[config.mk]
export PLATFORM = sky130hd
export DESIGN_NAME = imem_loader_flat
export DESIGN_NICKNAME = d
export VERILOG_FILES = /design/src/rtl/loader_pkg.sv /design/src/rtl/imem_loader_if.sv /design/src/rtl/imem_loader_byte_packer.sv /design/src/rtl/imem_loader.sv /design/src/flat_wrapper.sv
export SDC_FILE = /design/constraint.sdc
export NUM_CORES = 1
export LEC_CHECK = 0
export CORE_MARGIN = 10
export CORE_UTILIZATION = 35
export DETAILED_ROUTE_END_ITERATION = 16
export GPL_TIMING_DRIVEN = 0
export HOLD_SLACK_MARGIN = 0.12
export SLEW_MARGIN = 20
export SYNTH_ARGS = -nofsm -noshare
export SYNTH_HDL_FRONTEND = slang
export SYNTH_SLANG_ARGS = --single-unit
[constraint.sdc]
create_clock -name clk -period 2.7 [get_ports clk]
set_input_delay 0.54 -clock clk [delete_from_list [all_inputs] [get_ports clk]]
set_output_delay 0.54 -clock clk [all_outputs]
set_load 0.05 [all_outputs]
[src/rtl/loader_pkg.sv]
// loader_pkg: shared types and constants for the instruction-memory loader.
//   loader_state_e  : loader FSM states
//   WORD_W          : memory word width in bits
//   BYTES_PER_WORD  : stream bytes per memory word
package loader_pkg;

  localparam int WORD_W         = 32;
  localparam int BYTES_PER_WORD = 4;

  typedef enum logic [2:0] {
    IDLE  = 3'd0,
    LEN   = 3'd1,
    DATA  = 3'd2,
    CSUM  = 3'd3,
    DONE  = 3'd4,
    ERROR = 3'd5
  } loader_state_e;

endpackage

[src/rtl/imem_loader_if.sv]
// imem_loader_if: byte stream into the loader and word writes out of it.
//   in_valid/in_data/in_ready : byte stream; a byte transfers on a posedge
//                               where in_valid && in_ready. in_valid may
//                               rise or fall at any time; in_ready does not
//                               depend on in_valid.
//   mem_we/mem_addr/mem_wdata : instruction memory write port, no backpressure
//   master : image source / memory side
//   slave  : the loader
interface imem_loader_if #(
  parameter int ADDR_W = 10
);
  import loader_pkg::*;

  logic              in_valid;
  logic [7:0]        in_data;
  logic              in_ready;
  logic              mem_we;
  logic [ADDR_W-1:0] mem_addr;
  logic [WORD_W-1:0] mem_wdata;

  modport master (
    output in_valid, in_data,
    input  in_ready, mem_we, mem_addr, mem_wdata
  );

  modport slave (
    input  in_valid, in_data,
    output in_ready, mem_we, mem_addr, mem_wdata
  );

endinterface

[src/rtl/imem_loader_byte_packer.sv]
// byte_packer: assembles accepted stream bytes into big-endian 32-bit words.
//   clk, rst_n  : clock, synchronous active-low reset
//   clear       : restart packing from byte 0 (loader state entry)
//   byte_valid  : a byte is accepted this cycle
//   byte_data   : the accepted byte
//   word_valid  : one-cycle flag, the 4th byte of a word is accepted now
//   word_data   : {b0,b1,b2,b3}, valid with word_valid
module byte_packer
  import loader_pkg::*;
(
  input  logic              clk,
  input  logic              rst_n,
  input  logic              clear,
  input  logic              byte_valid,
  input  logic [7:0]        byte_data,
  output logic              word_valid,
  output logic [WORD_W-1:0] word_data
);

  logic [1:0]  cnt_q, cnt_d;
  // Only the first three bytes need storing; the fourth is taken live.
  logic [23:0] shift_q, shift_d;

  always_comb begin
    cnt_d   = cnt_q;
    shift_d = shift_q;
    if (clear) begin
      cnt_d   = 2'd0;
      shift_d = 24'd0;
    end else if (byte_valid) begin
      cnt_d   = cnt_q + 2'd1;  // wraps 3 -> 0
      shift_d = {shift_q[15:0], byte_data};
    end
  end

  assign word_valid = byte_valid && !clear && (cnt_q == 2'd3);
  assign word_data  = {shift_q, byte_data};

  always_ff @(posedge clk) begin
    if (!rst_n) begin
      cnt_q   <= 2'd0;
      shift_q <= 24'd0;
    end else begin
      cnt_q   <= cnt_d;
      shift_q <= shift_d;
    end
  end

endmodule

[src/rtl/imem_loader.sv]
// imem_loader: receives a framed program image (length N, N data words,
// XOR checksum) over a byte stream, writes the data words to instruction
// memory from address 0, and holds the processor until the image checks out.
//   clk, rst_n : clock, synchronous active-low reset
//   start      : begin a load (honoured in IDLE, DONE, ERROR only)
//   lif        : byte stream in, memory write port out (slave modport)
//   cpu_hold   : 1 except in DONE
//   done       : image loaded, checksum matched
//   error      : length overflow or checksum mismatch
//   dbg_state  : current FSM state
module imem_loader
  import loader_pkg::*;
#(
  parameter int DEPTH  = 1024,
  parameter int ADDR_W = 10
) (
  input  logic          clk,
  input  logic          rst_n,
  input  logic          start,
  imem_loader_if.slave  lif,
  output logic          cpu_hold,
  output logic          done,
  output logic          error,
  output loader_state_e dbg_state
);

  loader_state_e     state_q, state_d;
  logic [ADDR_W:0]   word_cnt_q, word_cnt_d;  // one extra bit so N = DEPTH fits
  logic [ADDR_W:0]   len_q, len_d;
  logic [WORD_W-1:0] xor_q, xor_d;
  logic              mem_we_q, mem_we_d;
  logic [ADDR_W-1:0] mem_addr_q, mem_addr_d;
  logic [WORD_W-1:0] mem_wdata_q, mem_wdata_d;

  logic              in_ready;
  logic              restart;
  logic              word_valid;
  logic [WORD_W-1:0] word_data;

  assign in_ready = (state_q == LEN) || (state_q == DATA) || (state_q == CSUM);
  assign restart  = start &&
                    ((state_q == IDLE) || (state_q == DONE) || (state_q == ERROR));

  byte_packer u_packer (
    .clk        (clk),
    .rst_n      (rst_n),
    .clear      (restart),
    .byte_valid (lif.in_valid && in_ready),
    .byte_data  (lif.in_data),
    .word_valid (word_valid),
    .word_data  (word_data)
  );

  always_comb begin
    state_d     = state_q;
    word_cnt_d  = word_cnt_q;
    len_d       = len_q;
    xor_d       = xor_q;
    mem_we_d    = 1'b0;
    mem_addr_d  = mem_addr_q;
    mem_wdata_d = mem_wdata_q;
    case (state_q)
      IDLE, DONE, ERROR: begin
        if (restart) begin
          state_d    = LEN;
          word_cnt_d = '0;
          len_d      = '0;
          xor_d      = '0;
          mem_addr_d = '0;
        end
      end
      LEN: begin
        if (word_valid) begin
          if (word_data == '0) begin
            state_d = CSUM;
          end else if (word_data > 32'(DEPTH)) begin
            state_d = ERROR;
          end else begin
            len_d   = word_data[ADDR_W:0];
            state_d = DATA;
          end
        end
      end
      DATA: begin
        if (word_valid) begin
          // mem_addr shows the address of the write in progress, taken from
          // the word count before it advances, so it never exceeds DEPTH-1.
          mem_we_d    = 1'b1;
          mem_addr_d  = word_cnt_q[ADDR_W-1:0];
          mem_wdata_d = word_data;
          xor_d       = xor_q ^ word_data;
          word_cnt_d  = word_cnt_q + (ADDR_W+1)'(1);
          if (word_cnt_d == len_q) state_d = CSUM;
        end
      end
      CSUM: begin
        if (word_valid) state_d = (word_data == xor_q) ? DONE : ERROR;
      end
      default: state_d = IDLE;
    endcase
  end

  always_ff @(posedge clk) begin
    if (!rst_n) begin
      state_q     <= IDLE;
      word_cnt_q  <= '0;
      len_q       <= '0;
      xor_q       <= '0;
      mem_we_q    <= 1'b0;
      mem_addr_q  <= '0;
      mem_wdata_q <= '0;
    end else begin
      state_q     <= state_d;
      word_cnt_q  <= word_cnt_d;
      len_q       <= len_d;
      xor_q       <= xor_d;
      mem_we_q    <= mem_we_d;
      mem_addr_q  <= mem_addr_d;
      mem_wdata_q <= mem_wdata_d;
    end
  end

  assign lif.in_ready  = in_ready;
  assign lif.mem_we    = mem_we_q;
  assign lif.mem_addr  = mem_addr_q;
  assign lif.mem_wdata = mem_wdata_q;
  assign cpu_hold      = (state_q != DONE);
  assign done          = (state_q == DONE);
  assign error         = (state_q == ERROR);
  assign dbg_state     = state_q;

endmodule

[src/flat_wrapper.sv]
// flat-port wrapper written by rule: the top's interface ports become plain ports
module imem_loader_flat import loader_pkg::*;
#(
  parameter int DEPTH  = 1024,
  parameter int ADDR_W = 10
)
  (clk, rst_n, start, cpu_hold, done, error, dbg_state, lif_in_valid, lif_in_data, lif_in_ready, lif_mem_we, lif_mem_addr, lif_mem_wdata);
  imem_loader_if #(.ADDR_W(ADDR_W)) lif_i ();
  input  logic clk;
  input  logic rst_n;
  input  logic start;
  output logic cpu_hold;
  output logic done;
  output logic error;
  output loader_state_e dbg_state;
  input wire logic [$bits(lif_i.in_valid)-1:0] lif_in_valid;
  input wire logic [$bits(lif_i.in_data)-1:0] lif_in_data;
  output wire logic [$bits(lif_i.in_ready)-1:0] lif_in_ready;
  output wire logic [$bits(lif_i.mem_we)-1:0] lif_mem_we;
  output wire logic [$bits(lif_i.mem_addr)-1:0] lif_mem_addr;
  output wire logic [$bits(lif_i.mem_wdata)-1:0] lif_mem_wdata;
  assign lif_i.in_valid = lif_in_valid;
  assign lif_i.in_data = lif_in_data;
  assign lif_in_ready = lif_i.in_ready;
  assign lif_mem_we = lif_i.mem_we;
  assign lif_mem_addr = lif_i.mem_addr;
  assign lif_mem_wdata = lif_i.mem_wdata;
  imem_loader #(.DEPTH(DEPTH), .ADDR_W(ADDR_W)) u_core (.clk(clk), .rst_n(rst_n), .start(start), .lif(lif_i), .cpu_hold(cpu_hold), .done(done), .error(error), .dbg_state(dbg_state));
endmodule
# Word level (Yosys, flattened, before mapping)

Cells that the tools add are included.

Add/sub/neg operators: 2
Magnitude comparators: 1
Equal/unequal tests: 16
Multiplexer cells: 23
Bitwise gates (word level): 2
Reductions and logical operators: 20

Operators with widths:

| cell                                                 | number |
|---|---|
| 2-to-1 mux 32 bit                                    | 2 |
| one-hot mux 32 bit (2 select lines)                  | 1 |
| 2-to-1 mux 11 bit                                    | 5 |
| one-hot mux 11 bit (2 select lines)                  | 2 |
| equality test 32 bit                                 | 1 |
| > comparator 32 x 11 -> 1 bit, second input constant | 1 |
| zero test 32 bit                                     | 1 |
| bitwise XOR 32 bit                                   | 1 |
| 2-to-1 mux 3 bit                                     | 7 |
| 2-to-1 mux 10 bit                                    | 2 |
| one-hot mux 10 bit (2 select lines)                  | 1 |
| inequality test 2 bit, second input constant         | 7 |
| one-hot mux 3 bit (4 select lines)                   | 1 |
| adder 11 x 1 -> 11 bit, second input constant        | 1 |
| equality test 11 bit                                 | 1 |
| AND reduction 5 bit                                  | 2 |
| equality test 3 x 2 -> 1 bit, second input constant  | 2 |
| equality test 3 bit, second input constant           | 2 |
| logical AND 1 bit                                    | 4 |
| logical OR 1 bit                                     | 4 |
| AND reduction 2 bit                                  | 2 |
| nonzero test 2 bit                                   | 2 |
| equality test 3 x 1 -> 1 bit, second input constant  | 1 |
| zero test 3 bit                                      | 1 |
| other kinds (9)                                      | 10 |

Register bits after elaboration: 126
Input bits: 12
Output and inout bits: 50
Word-level logic and storage cells: 73

# Longest topological paths before layout

Depth in word-level cells: 9
Depth in mapped cells: 9

# By module

From an unflattened synthesis, not the netlist that was laid out.

Cells, all modules: 700
Area total of the unflattened synthesis: 5982.0 µm²

By module, submodules not included:

| module      | instances | cells an instance | area each (µm²) | sequential area each (µm²) |
|---|---|---|---|---|
| imem_loader | 1         | 605               | 4929.7          | 2001.9 |
| byte_packer | 1         | 95                | 1052.3          | 520.5 |

# Least setup slack after synthesis

Ideal clock, no wire load.

Path kind: register to output
Start point: register u_core.state_q[0] (netlist: u_core.dbg_state[0])
End point: output port error
Data arrival time: 2.081 ns
Slack: 0.079 ns
Stages on the path, launching flop included: 3
Path buffers: 0
Path through: dfxtp_1 -> inv_1 -> nor3b_1

Longest elaborated chain between the ends: 1

RTL lines:

| what                     | line               | RTL |
|---|---|---|
| start: declaration       | imem_loader.sv:27  | `loader_state_e state_q, state_d;` |
| start signal: assignment | imem_loader.sv:113 | `state_q <= state_d;` |
| equality test 3 bit      | imem_loader.sv:129 | `assign error = (state_q == ERROR);` |
| end: declaration         | flat_wrapper.sv:14 | `output logic error;` |

Every way passes these cells.

# Worst setup path in the final report

Start point: register u_core.state_q[2] (netlist: u_core.dbg_state[2])
End point: output port error

Same word-level chain as after synthesis.

==> metrics <==
Critical Path End=error; RSZ-0062 raised after global routing=no; measured slew at the worst slew-check pin=between 0.6 and 0.7 ns; routed wire length=roughly 17000 µm; CTS H-tree lvls=4; cell taking the most area after synthesis=dfxtp_1; Placer Congestion=0.8742; # DRC=0; All-Layer GR Usage=16.02%; syn_area_per_cell=around 8.2 µm²; cts bufs inserted=17; fin crit share=94.64%; max_cap viols=0; average via count per standard cell=around 5; first-pass GRT wire length=between 20000 and 30000 µm; largest net degree at the start of global routing=17; TritonCTS Sinks=roughly 130; DIE AREA=approximately 22000 µm²; Detailed Route Iter0 Violations=454; Cell Count, Final, Fillers Out=about 1000; Core ar.=16470 µm²; share of the core filled with cells=44.04%; maximum vdd drop=around 430 µV; insertion delay to the later sink of the worst-skew pair=roughly 0.43 ns; Fmax=0.3914 GHz; row count=47; final hold vios=0; Max Fanout on Critical Path=10; Seq/Total Area, Yosys=43.22%; Pwr Density=about 720 nW/µm²; syn_nets=approximately 730; synthesized area=5837 µm²; n_diodes=0; Critical path origin=u_core.dbg_state[2]; worst path required time=around 2.2 ns; Tightest Hold Check Type=reg2reg; RR Startpoint=u_core.dbg_state[2]; port bufs=roughly 60; Via Count=around 5200; top cells by area, synth=dfxtp_1, nand2_1, a21boi_0; Starting Density=a little over a third; clock skew=roughly 0.0074 ns; r2r setup slk=roughly 0.26 ns; Yosys Warn Count=0; CTS Buffer Depth=2; Die Wd=~150 µm; Post-Place Cells=about 1000; area of the multi-input gates=3068 µm²; crit path launch type=flop; register area=2522 µm²; layout cells sized above 1=roughly 6.0%; Worst-path clk slew=about 0.050 ns; Max transition margin=~56%; reg2reg end=u_core.word_cnt_q[4]; Worst Path Arrival=roughly 2 ns; Remaining Overflow, GRT=0; Syn Inst Count=714; clk root buf=clkbuf_16; leakage=around 2.7 nW; Worst R2R Path Depth=7; DIE HEIGHT=149.1 µm; Distinct cells, synth=52; Top FF cell, synth=dfxtp_1; run status=finished clean; Synth async-reset ratio=0%; top cell type's share of synthesized area=between 40 and 50%; Final ANT Viol Nets=0; Area growth syn-to-layout=24.22%; average wire per standard cell=~17 µm; number of nets in the layout=between 800 and 900; DPL Wire Length=approximately 12000 µm; Post-CTS Repair Setup Buffers=0; initial antenna violation count=0; Design Power=approximately 0.0052 W; DR pass1 iterations=5; vias in the first global route=roughly 5000; Final setup viols=0; I/O Pins=62; kind of critical path=reg2out; EDFF count, synth=0; Worst setup EP type=primary output; number of synthesized register bits=126; CTS tree=built; clock period minus final worst setup slack=~2.6 ns; fillcell total=between 1500 and 2000; Max Slew Vio Count=0
==> metal layers <==
metal	vias up	wire (µm)	track usage, %
met5	-	0	0
met4	0	327	6.281
met3	32	1000	3.732
met2	150	7865	24.58
met1	2425	8234	21.28
li1	2609	-	-
==> where the power goes <==
group / leakage (nW) / total (W) / switching (W) / internal, W
Sequential: 1.02 / 0.00202 / 0.000103 / 0.00192
Clock: 0.260 / 0.00209 / 0.000814 / 0.00127
Combinational: 1.38 / 0.00110 / 0.000740 / 0.000363
==> worst max-delay path, cell delays in order (launching register included) <==
cell	delay (ns)
dfxtp_1	0.39
clkbuf_1	0.31
nor3b_1	0.31
dlygate4sd2_1	0.58
==> synth_stat cells, types with 2 or more instances <==
master	number
a2111oi_0	4
a211oi_1	2
a21boi_0	45
a21o_1	2
a21oi_1	36
a22o_1	10
a22oi_1	11
a31oi_1	5
and2_1	5
and3_1	11
buf_1	4
buf_2	10
buf_6	2
clkbuf_1	31
dfxtp_1	126
ha_1	2
inv_1	13
mux2i_1	12
nand2_1	165
nand2b_1	12
nand3_1	5
nand4_1	8
nand4b_1	2
nor2_1	25
nor2b_1	44
nor3_1	8
nor3b_1	3
nor4_1	13
o211ai_1	12
o21a_1	2
o21ai_0	27
or2_2	5
or3_1	2
or4_1	2
xnor2_1	16
xor2_1	16
==> cell families (layout without fill, tap and decap cells) <==
group / after synthesis / count (layout) / share of synthesized area, %
AOI/OAI and AO/OA: 166 / 166 / 19.31
xor gates and xnor gates: 32 / 32 / 4.802
and+or+nand+nor: 316 / 316 / 25.85
muxes: 12 / 12 / 2.058
DFF: 126 / 126 / 43.22
adders and majority gates: 2 / 2 / 0.4287
buffers and inverters: 60 / 152 / 4.330
==> cells in the final DEF (no fill, tap or decap), types with 16 or more instances in the layout <==
| cell | n |
|---|---|
| o21ai_0 | 27 |
| clkdlybuf4s50_1 | 57 |
| xnor2_1 | 16 |
| a21boi_0 | 45 |
| nand2_1 | 165 |
| nor2_1 | 25 |
| clkbuf_1 | 35 |
| a21oi_1 | 36 |
| nor2b_1 | 44 |
| dfxtp_1 | 126 |
| clkbuf_16 | 17 |
| xor2_1 | 16 |
==> sequential cells by signal, indices dropped and copies added, names as in the netlist <==
signal / count
u_core.dbg_state: 3
u_core.len_q: 11
u_core.lif.mem_addr: 10
u_core.lif.mem_wdata: 32
u_core.lif.mem_we: 1
u_core.u_packer.cnt_q: 2
u_core.u_packer.shift_q: 24
u_core.word_cnt_q: 11
u_core.xor_q: 32
==> cell type report <==
class	instances	share of cell area, %
repair buffers	61	8.352
inverters	13	0.6730
flip-flops and latches	126	34.79
multi-input cells	528	42.31
plain buffers	47	2.830
well taps	220	3.796
clock inverters	8	0.9318
clock buffers	23	6.316
==> stage by stage <==
stage | setup TNS [ns] | hold WS (ns) | cell area [µm²] | setup slack (ns)
finish | 0 | 0.4578 | 7251 | 0.1448
global route | 0 | 0.4837 | 7251 | 0.03849
CTS | 0 | 0.4632 | 7244 | 0.1256
detailed placement | -3.952 | 0.4563 | 6723 | -0.3127
global placement | -3.665 | 0.4511 | 6723 | -0.2365
floorplan | 0 | 0.4400 | 5837 | 0.07911
==> worst min-delay path by stage <==
| stage | startpoint | to | slack (ns) | cells after the start |
|---|---|---|---|---|
| 2_1_floorplan | u_core.u_packer.cnt_q[1] | u_core.u_packer.cnt_q[1] | 0.44 | 2 |
| 3_3_place_gp | u_core.u_packer.cnt_q[1] | u_core.u_packer.cnt_q[1] | 0.45 | 2 |
| 3_5_place_dp | u_core.lif.mem_wdata[28] | u_core.lif.mem_wdata[28] | 0.46 | 2 |
| 4_1_cts | u_core.lif.mem_wdata[28] | u_core.lif.mem_wdata[28] | 0.46 | 2 |
| 5_1_grt | u_core.lif.mem_wdata[28] | u_core.lif.mem_wdata[28] | 0.48 | 2 |
| 6_report | u_core.lif.mem_wdata[28] | u_core.lif.mem_wdata[28] | 0.46 | 2 |
==> repair_timing <==
item	in CTS	in global routing
endpoints found under the setup margin	4	10
hold buffers	0	0
resized for setup	5	1
No activity file was read; power rests on OpenSTA's default activity.
